[src/rtl/bus_arbiter_if.sv]
// bus_arbiter_if
//   One memory-bus handshake bundle. The same bundle describes a cache-side
//   requester port and the core-side bus port.
//   master : drives request beats and response acks (a cache controller,
//            or the arbiter towards the core bus)
//   slave  : accepts request beats and produces response beats (the core
//            bus, or the arbiter towards a cache controller)
//   Signals:
//     reqcyc/req/reqtag : request beat valid, address or data, tag
//     reqack            : request beat accepted
//     respcyc/resp/resptag : response beat valid, data, tag
//     respack           : response beat accepted
interface bus_arbiter_if #(
  parameter int DATA_WIDTH = 64,
  parameter int TAG_WIDTH  = 13
);
  logic                  reqcyc;
  logic [DATA_WIDTH-1:0] req;
  logic [TAG_WIDTH-1:0]  reqtag;
  logic                  respack;
  logic                  reqack;
  logic                  respcyc;
  logic [DATA_WIDTH-1:0] resp;
  logic [TAG_WIDTH-1:0]  resptag;

  modport master (
    output reqcyc, req, reqtag, respack,
    input  reqack, respcyc, resp, resptag
  );

  modport slave (
    input  reqcyc, req, reqtag, respack,
    output reqack, respcyc, resp, resptag
  );
endinterface

[src/rtl/bus_arbiter.sv]
// bus_arbiter
//   Shares the core memory bus between the data cache (port 0) and the
//   instruction cache (port 1). One requester owns the whole bus for one
//   complete transaction (request beats plus, for reads, the response
//   burst). Ties are broken round-robin; ownership only changes in IDLE,
//   so there is always one idle cycle between transactions.
//   Ports:
//     clk   : clock, rising edge
//     reset : asynchronous, active-low reset
//     p0    : data-cache requester (slave side of its bundle)
//     p1    : instruction-cache requester (slave side of its bundle)
//     bus   : core memory bus (master side)
//     grant : one-hot bus owner, 0 while idle
module bus_arbiter #(
  parameter int BUS_DATA_WIDTH = 64,
  parameter int BUS_TAG_WIDTH  = 13,
  parameter int BEATS          = 8,
  parameter int WR_BIT         = 12
) (
  input  logic          clk,
  input  logic          reset,
  bus_arbiter_if.slave  p0,
  bus_arbiter_if.slave  p1,
  bus_arbiter_if.master bus,
  output logic [1:0]    grant
);

  localparam int CW = $clog2(BEATS + 1);

  typedef enum logic [1:0] {
    IDLE = 2'd0,
    REQ  = 2'd1,
    RESP = 2'd2
  } state_t;

  state_t        state_q, state_d;
  logic          owner_q, owner_d;
  logic          last_q, last_d;
  logic          wr_q, wr_d;
  logic [CW-1:0] cnt_q, cnt_d;

  // Owner-side view of the two requesters.
  logic                      own_reqcyc;
  logic [BUS_DATA_WIDTH-1:0] own_req;
  logic [BUS_TAG_WIDTH-1:0]  own_reqtag;
  logic                      own_respack;
  logic                      is_write;
  logic                      req_beat;
  logic                      resp_beat;

  always_comb begin
    own_reqcyc  = owner_q ? p1.reqcyc  : p0.reqcyc;
    own_req     = owner_q ? p1.req     : p0.req;
    own_reqtag  = owner_q ? p1.reqtag  : p0.reqtag;
    own_respack = owner_q ? p1.respack : p0.respack;
    // The direction comes from the live tag on the first beat only; later
    // write beats use the copy captured then.
    is_write    = (cnt_q == '0) ? own_reqtag[WR_BIT] : wr_q;
    req_beat    = own_reqcyc & bus.reqack;
    resp_beat   = bus.respcyc & own_respack;
  end

  // State register
  always_ff @(posedge clk or negedge reset) begin
    if (!reset) begin
      state_q <= IDLE;
      owner_q <= 1'b0;
      last_q  <= 1'b1;  // port 0 wins the first tie
      wr_q    <= 1'b0;
      cnt_q   <= '0;
    end else begin
      state_q <= state_d;
      owner_q <= owner_d;
      last_q  <= last_d;
      wr_q    <= wr_d;
      cnt_q   <= cnt_d;
    end
  end

  // Next-state logic
  always_comb begin
    state_d = state_q;
    owner_d = owner_q;
    last_d  = last_q;
    wr_d    = wr_q;
    cnt_d   = cnt_q;
    unique case (state_q)
      IDLE: begin
        if (p0.reqcyc | p1.reqcyc) begin
          // A tie goes to the port that was not served last.
          owner_d = (p0.reqcyc & p1.reqcyc) ? ~last_q : p1.reqcyc;
          last_d  = owner_d;
          cnt_d   = '0;
          state_d = REQ;
        end
      end
      REQ: begin
        if (req_beat) begin
          if (cnt_q == '0) begin
            wr_d = own_reqtag[WR_BIT];
          end
          if (!is_write) begin
            state_d = RESP;
            cnt_d   = '0;
          end else if (cnt_q == CW'(BEATS)) begin
            // address beat plus BEATS data beats are done
            state_d = IDLE;
            cnt_d   = '0;
          end else begin
            cnt_d = cnt_q + 1'b1;
          end
        end
      end
      RESP: begin
        if (resp_beat) begin
          if (cnt_q == CW'(BEATS - 1)) begin
            state_d = IDLE;
            cnt_d   = '0;
          end else begin
            cnt_d = cnt_q + 1'b1;
          end
        end
      end
      default: state_d = IDLE;
    endcase
  end

  // Output logic: everything is steered from the registered state, so an
  // asynchronous reset clears every output immediately.
  always_comb begin
    grant       = 2'b00;
    bus.reqcyc  = 1'b0;
    bus.req     = '0;
    bus.reqtag  = '0;
    bus.respack = 1'b0;
    p0.reqack   = 1'b0;
    p0.respcyc  = 1'b0;
    p0.resp     = '0;
    p0.resptag  = '0;
    p1.reqack   = 1'b0;
    p1.respcyc  = 1'b0;
    p1.resp     = '0;
    p1.resptag  = '0;
    unique case (state_q)
      REQ: begin
        grant      = owner_q ? 2'b10 : 2'b01;
        bus.reqcyc = own_reqcyc;
        bus.req    = own_req;
        bus.reqtag = own_reqtag;
        if (owner_q) begin
          p1.reqack = bus.reqack;
        end else begin
          p0.reqack = bus.reqack;
        end
      end
      RESP: begin
        grant       = owner_q ? 2'b10 : 2'b01;
        bus.respack = own_respack;
        // Data and tag are broadcast; only respcyc marks the owner.
        p0.resp     = bus.resp;
        p0.resptag  = bus.resptag;
        p1.resp     = bus.resp;
        p1.resptag  = bus.resptag;
        if (owner_q) begin
          p1.respcyc = bus.respcyc;
        end else begin
          p0.respcyc = bus.respcyc;
        end
      end
      default: ;
    endcase
  end

endmodule

[src/flat_wrapper.sv]
// flat-port wrapper written by rule: the top's interface ports become plain ports
module bus_arbiter_flat 
#(
  parameter int BUS_DATA_WIDTH = 64,
  parameter int BUS_TAG_WIDTH  = 13,
  parameter int BEATS          = 8,
  parameter int WR_BIT         = 12
)
  (clk, reset, grant, p0_reqcyc, p0_req, p0_reqtag, p0_respack, p0_reqack, p0_respcyc, p0_resp, p0_resptag, p1_reqcyc, p1_req, p1_reqtag, p1_respack, p1_reqack, p1_respcyc, p1_resp, p1_resptag, bus_reqcyc, bus_req, bus_reqtag, bus_respack, bus_reqack, bus_respcyc, bus_resp, bus_resptag);
  bus_arbiter_if #(.DATA_WIDTH((64)), .TAG_WIDTH((13))) p0_i ();
  bus_arbiter_if #(.DATA_WIDTH((64)), .TAG_WIDTH((13))) p1_i ();
  bus_arbiter_if #(.DATA_WIDTH((64)), .TAG_WIDTH((13))) bus_i ();
  input  logic clk;
  input  logic reset;
  output logic [1:0] grant;
  input wire logic [$bits(p0_i.reqcyc)-1:0] p0_reqcyc;
  input wire logic [$bits(p0_i.req)-1:0] p0_req;
  input wire logic [$bits(p0_i.reqtag)-1:0] p0_reqtag;
  input wire logic [$bits(p0_i.respack)-1:0] p0_respack;
  output wire logic [$bits(p0_i.reqack)-1:0] p0_reqack;
  output wire logic [$bits(p0_i.respcyc)-1:0] p0_respcyc;
  output wire logic [$bits(p0_i.resp)-1:0] p0_resp;
  output wire logic [$bits(p0_i.resptag)-1:0] p0_resptag;
  input wire logic [$bits(p1_i.reqcyc)-1:0] p1_reqcyc;
  input wire logic [$bits(p1_i.req)-1:0] p1_req;
  input wire logic [$bits(p1_i.reqtag)-1:0] p1_reqtag;
  input wire logic [$bits(p1_i.respack)-1:0] p1_respack;
  output wire logic [$bits(p1_i.reqack)-1:0] p1_reqack;
  output wire logic [$bits(p1_i.respcyc)-1:0] p1_respcyc;
  output wire logic [$bits(p1_i.resp)-1:0] p1_resp;
  output wire logic [$bits(p1_i.resptag)-1:0] p1_resptag;
  output wire logic [$bits(bus_i.reqcyc)-1:0] bus_reqcyc;
  output wire logic [$bits(bus_i.req)-1:0] bus_req;
  output wire logic [$bits(bus_i.reqtag)-1:0] bus_reqtag;
  output wire logic [$bits(bus_i.respack)-1:0] bus_respack;
  input wire logic [$bits(bus_i.reqack)-1:0] bus_reqack;
  input wire logic [$bits(bus_i.respcyc)-1:0] bus_respcyc;
  input wire logic [$bits(bus_i.resp)-1:0] bus_resp;
  input wire logic [$bits(bus_i.resptag)-1:0] bus_resptag;
  assign p0_i.reqcyc = p0_reqcyc;
  assign p0_i.req = p0_req;
  assign p0_i.reqtag = p0_reqtag;
  assign p0_i.respack = p0_respack;
  assign p0_reqack = p0_i.reqack;
  assign p0_respcyc = p0_i.respcyc;
  assign p0_resp = p0_i.resp;
  assign p0_resptag = p0_i.resptag;
  assign p1_i.reqcyc = p1_reqcyc;
  assign p1_i.req = p1_req;
  assign p1_i.reqtag = p1_reqtag;
  assign p1_i.respack = p1_respack;
  assign p1_reqack = p1_i.reqack;
  assign p1_respcyc = p1_i.respcyc;
  assign p1_resp = p1_i.resp;
  assign p1_resptag = p1_i.resptag;
  assign bus_reqcyc = bus_i.reqcyc;
  assign bus_req = bus_i.req;
  assign bus_reqtag = bus_i.reqtag;
  assign bus_respack = bus_i.respack;
  assign bus_i.reqack = bus_reqack;
  assign bus_i.respcyc = bus_respcyc;
  assign bus_i.resp = bus_resp;
  assign bus_i.resptag = bus_resptag;
  bus_arbiter #(.BUS_DATA_WIDTH(BUS_DATA_WIDTH), .BUS_TAG_WIDTH(BUS_TAG_WIDTH), .BEATS(BEATS), .WR_BIT(WR_BIT)) u_core (.clk(clk), .reset(reset), .p0(p0_i), .p1(p1_i), .bus(bus_i), .grant(grant));
endmodule
[config.mk]
export PLATFORM = sky130hd
export DESIGN_NAME = bus_arbiter_flat
export DESIGN_NICKNAME = d
export VERILOG_FILES = /design/src/rtl/bus_arbiter_if.sv /design/src/rtl/bus_arbiter.sv /design/src/flat_wrapper.sv
export SDC_FILE = /design/constraint.sdc
export NUM_CORES = 1
export LEC_CHECK = 0
export ABC_AREA = 1
export CAP_MARGIN = 20
export CORE_AREA = 2 2 186 188
export CTS_CLUSTER_SIZE = 28
export DETAILED_ROUTE_END_ITERATION = 10
export DIE_AREA = 0 0 188 190
export PLACE_DENSITY = 0.37
export REMOVE_ABC_BUFFERS = 1
export SKIP_CTS_REPAIR_TIMING = 1
export SYNTH_ARGS = -nofsm -noshare
export SYNTH_HDL_FRONTEND = slang
export SYNTH_SLANG_ARGS = --single-unit
[constraint.sdc]
create_clock -name clk -period 1.7 [get_ports clk]
set_input_delay 0.34 -clock clk [delete_from_list [all_inputs] [get_ports clk]]
set_output_delay 0.34 -clock clk [all_outputs]
set_load 0.02 [all_outputs]
== Word-level counts from Yosys, hierarchy flattened ==
Index checks and enable logic that the tools add are counted.

* Register bits after elaboration: 9
* Input port bits: 239
* Output and inout bits: 239
* Word-level logic and storage cells: 64

* Add/subtract/negate cells: 1
* Equality and inequality tests: 9
* Mux-type cells: 36
* Bitwise operators: 5
* Reduce and logical (&&, ||, !) cells: 8

{| class="wikitable"
|+ Operator list
! operator !! number
|-
| 64-bit two-way mux || 3
|-
| 13-bit two-way mux || 3
|-
| 4-bit two-way mux || 6
|-
| 2-bit two-way mux || 8
|-
| 1-bit two-way mux || 14
|-
| 4-bit case mux with 3 select lines || 1
|-
| 2-bit by 1-bit inequality test with 1-bit output (second input constant) || 4
|-
| 2-bit case mux with 3 select lines || 1
|-
| 5-bit AND reduction || 1
|-
| 4-bit by 1-bit adder with 4-bit output (second input constant) || 1
|-
| 4-bit by 3-bit equality test with 1-bit output (second input constant) || 1
|-
| 4-bit equality test (second input constant) || 1
|-
| 4-bit zero test || 1
|-
| 2-bit AND reduction || 2
|-
| 4-bit AND reduction || 1
|-
| 1-bit AND || 3
|-
| 3-bit inequality test (second input constant) || 1
|-
| 3-bit nonzero test || 1
|-
| 2-bit by 1-bit equality test with 1-bit output (second input constant) || 1
|-
| 2-bit equality test (second input constant) || 1
|-
| 2-bit zero test || 1
|-
| 2-bit OR reduction || 1
|-
| 1-bit inverter || 1
|-
| 1-bit OR || 1
|}

== Depth between registers and ports, before layout ==
* Word-level depth: 5
* Depth in mapped cells: 10
* Depth with buffers taken out: 10

== Worst setup path before layout ==
OpenSTA, ideal clock, no wires.

* Path kind: reg2out
* Start: register u_core.state_q[0]
* End: output p1_resp[53]
* Arrival: 1.622 ns
* Data required time: 1.360 ns
* Slack: -0.262 ns
* Cell stages (with the launch flop): 9
* Buffers on the path: 4
* Path through: dfrtp_1 inv_1 ha_1 buf_2 buf_2 buf_1 nand2_1 inv_1 buf_4

* Word-level cells in the longest chain between the ends: 2

{| class="wikitable"
|+ RTL lines
! what !! RTL line !! RTL
|-
| from (decl) || bus_arbiter.sv:36 || <nowiki>state_t state_q, state_d;</nowiki>
|-
| from (signal assigned) || bus_arbiter.sv:72 || <nowiki>state_q <= state_d;</nowiki>
|-
| 2-bit equality test || n/a ||
|-
| 64-bit two-way mux || n/a ||
|-
| to (decl) || flat_wrapper.sv:30 || <nowiki>output wire logic [$bits(p1_i.resp)-1:0] p1_resp;</nowiki>
|}

Every way passes these cells.

== Worst setup path in the final report ==
* Start: register u_core.state_q[0]
* End: output p1_resp[20]

* Word-level cells in the longest chain between the ends: 2

{| class="wikitable"
|+ RTL lines
! what !! RTL line !! RTL
|-
| 2-bit equality test || bus_arbiter.sv:144 || <nowiki>unique case (state_q)</nowiki>
|-
| 64-bit two-way mux || bus_arbiter.sv:144 ||
|}

Every way passes these cells.

==> results by group <==
STA
  – Pins Over Slew Limit: 0
  – Final hold slack: 444.0 ps
  – Max Clock Freq: 510.1 MHz
  – Post-route minimum period: 1960 ps
  – Final Setup Violations: 244
  – Final worst slack: -260.2 ps
  – Fin. Hold Viols: 0
  – Period utilisation layout: 1.153
  – Worst-margin pin slew: 501.0 ps
  – Slew headroom: 0.6649
  – RSZ-0062 raised after global routing: yes
  – Clock Skew: 3.917 ps

Worst setup path
  – Critical Path Sink Type: output pin
  – Bufs and invs on worst path: 6
  – CP max FO: 9
  – Crit path max-delay cell type: dfrtp_1
  – CP max stage delay: 430 ps
  – Critical path launch point type: flop
  – CP delay by family, top: buffers and inverters
  – Worst path most repeated cell: buf_12
  – Crit path DAT: 1620 ps
  – Cell Chain, Critical Path: inv_2 > ha_4 > buf_12 > clkbuf_16 > nand2_1 > inv_1 > buf_4 > buf_12
  – Worst path required time: 1360 ps
  – Crit Path Class: reg -> out

Logic synthesis
  – Asr flop ratio synth: 1.000
  – Avg Cell Area, Syn: 4.891 µm²
  – Post-synth EDFFs: 0
  – Mapped Area: 3072 µm²
  – Post-synthesis sequential area ratio: 0.07373
  – Syn Inst Count: 628
  – Yosys warns: 0
  – #FFs+latches synth: 9
  – Distinct cells, synth: 21
  – Synth Flop Type: dfrtp_1

Cells and area
  – Area Growth Syn to Fin: 185.3%
  – Layout cells sized above 1: 0.2870
  – Design area: 8763 µm²
  – Fillers: 3815
  – Fin cells: 1536
  – Nets: 1326

Clock network
  – CTS buffer count: 3
  – CTS tree: done
  – Clk buf depth: 2
  – Clock sinks: 9
  – Worst-path clk slew: 40 ps
  – CTS H-Tree Depth: 1
  – Clk Latency, worst-skew pair: 240 ps
  – CTS root buf: clkbuf_16

Placed design
  – Placed cell count: 1525
  – Post-detail-place hpwl: 22.27 mm
  – PortBufs: 477
  – Post-placement cell area: 8511 µm²
  – Gpl congestion: 0.8020

Routing
  – Final WL: 26.13 mm
  – Post-route ant nets: 0
  – Via count: 5432
  – Initial drt markers: 147
  – Drt drc: 0
  – Routed len/inst: 17.01 µm
  – Via density: 3.536
  – Drt pass-1 iters: 4

Global route
  – Initial antenna violation count: 2
  – Gr ovfl total: 0
  – GRT Total Usage: 0.1310
  – First-pass GRT wire length: 35.49 mm
  – Vias in the first global route: 5564
  – Largest net degree at the start of global routing: 45

Status
  – Failing checks: setup timing
  – Outcome: finished, violations left

Floorplan
  – Core Region: 33950 µm²
  – DIE WIDTH: 188 µm
  – Die area: 35720 µm²
  – Initial Util: 0.09048
  – # IOs: 478
  – Placement Rows: 68
  – Die Ht: 190 µm

Min path
  – Hold Crit Class: in -> async

Power and ir drop
  – Pwr dens: 1160 nW/µm²
  – Leak: 5.690 nW
  – Worst vdd ir: 426.7 µV

Flow run
  – Max-cap violation count: 0
[synthesized netlist by cell type (5+ instances only)]
library cell,count,share of area
a21oi_1,76,0.12
clkbuf_1,15,0.018
nor2_1,10,0.012
dfrtp_1,8,0.065
o21ai_0,7,0.011
buf_1,5,0.0061
buf_2,14,0.023
ha_1,6,0.024
inv_1,105,0.13
nand3_1,17,0.028
buf_4,77,0.19
nand2_1,273,0.33
[cell families after synthesis]
family	after synthesis	share of synthesized area
and+or+nand+nor	308	0.3902
AOI/OAI and AO/OA	84	0.1377
xor gates and xnor gates	1	0.002852
DFF	9	0.07373
buffers and inverters	220	0.3711
adders and majority gates	6	0.02444
[stage by stage]
stage	setup WS [ps]	total power, mW	util	TNS (ps)
floorplan	-1775	4.216	-	-274180
global placement	-576.9	9.782	0.2507	-78410
detailed placement	-588.5	9.713	0.2507	-80360
CTS	-845.4	10.18	0.2531	-141670
global route	-316.7	10.94	0.2581	-58280
finish	-260.2	10.17	0.2581	-38120
[per-layer routing]
metal,track usage,wire [µm]
met1,0.1475,10240
met4,0.02362,456
met5,0,13
met2,0.2475,13210
met3,0.03542,2210
[registers in the layout (all words and copies together), names as in the netlist]
name            flops
u_core.cnt_q        4
u_core.state_q      2
u_core.last_q       1
u_core.owner_q      1
u_core.wr_q         1
[worst paths after layout]
| path | cells past startpoint | slack, ps | start | end |
|---|---|---|---|---|
| hold / removal | 1 | 440 | reset | u_core.wr_q |
| max in group asynchronous | 1 | 890 | reset | u_core.owner_q |
| setup reg to reg | 11 | -70 | u_core.owner_q | u_core.cnt_q[1] |
| setup / recovery | 8 | -260 | u_core.state_q[0] | p1_resp[20] |
| min in group clk | 2 | 510 | u_core.last_q | u_core.last_q |
| hold reg to reg | 2 | 510 | u_core.last_q | u_core.last_q |
[cells in the final DEF, fill, tap and decap left out, drive strengths merged]
cell type	instances
nand2	275
clkdlybuf4s50	238
buf	222
inv	108
dlymetal6s2s	82
a21oi	76
clkbuf	21
nand3	17
nor2	11
dfrtp	8
o21ai	7
ha	6
nor3	4
diode	1
xor2	1
nand3b	1
o211ai	1
clkinv	1
dfstp	1
[cell type report]
type,instances,area [µm²],area share
Timing Repair Buffer,560,5678,0.6479
Antenna cell,1,2.502,0.0002856
Tap cell,455,569.3,0.06496
Clock buffer,3,75.07,0.008567
Inverter,108,410.4,0.04683
Multi-Input combinational cell,399,1795,0.2049
Clock inverter,1,5.005,0.0005711
Sequential cell,9,227.7,0.02599
[report_power, final]
| group | leakage, nW | internal [mW] | switching (mW) |
|---|---|---|---|
| clock | 0.0409 | 0.311 | 0.113 |
| sequential | 0.115 | 0.293 | 0.0649 |
| combinational | 5.53 | 4.24 | 5.15 |
| total | 5.69 | 4.84 | 5.33 |
Note: power is estimated with default switching activity, not from simulation.
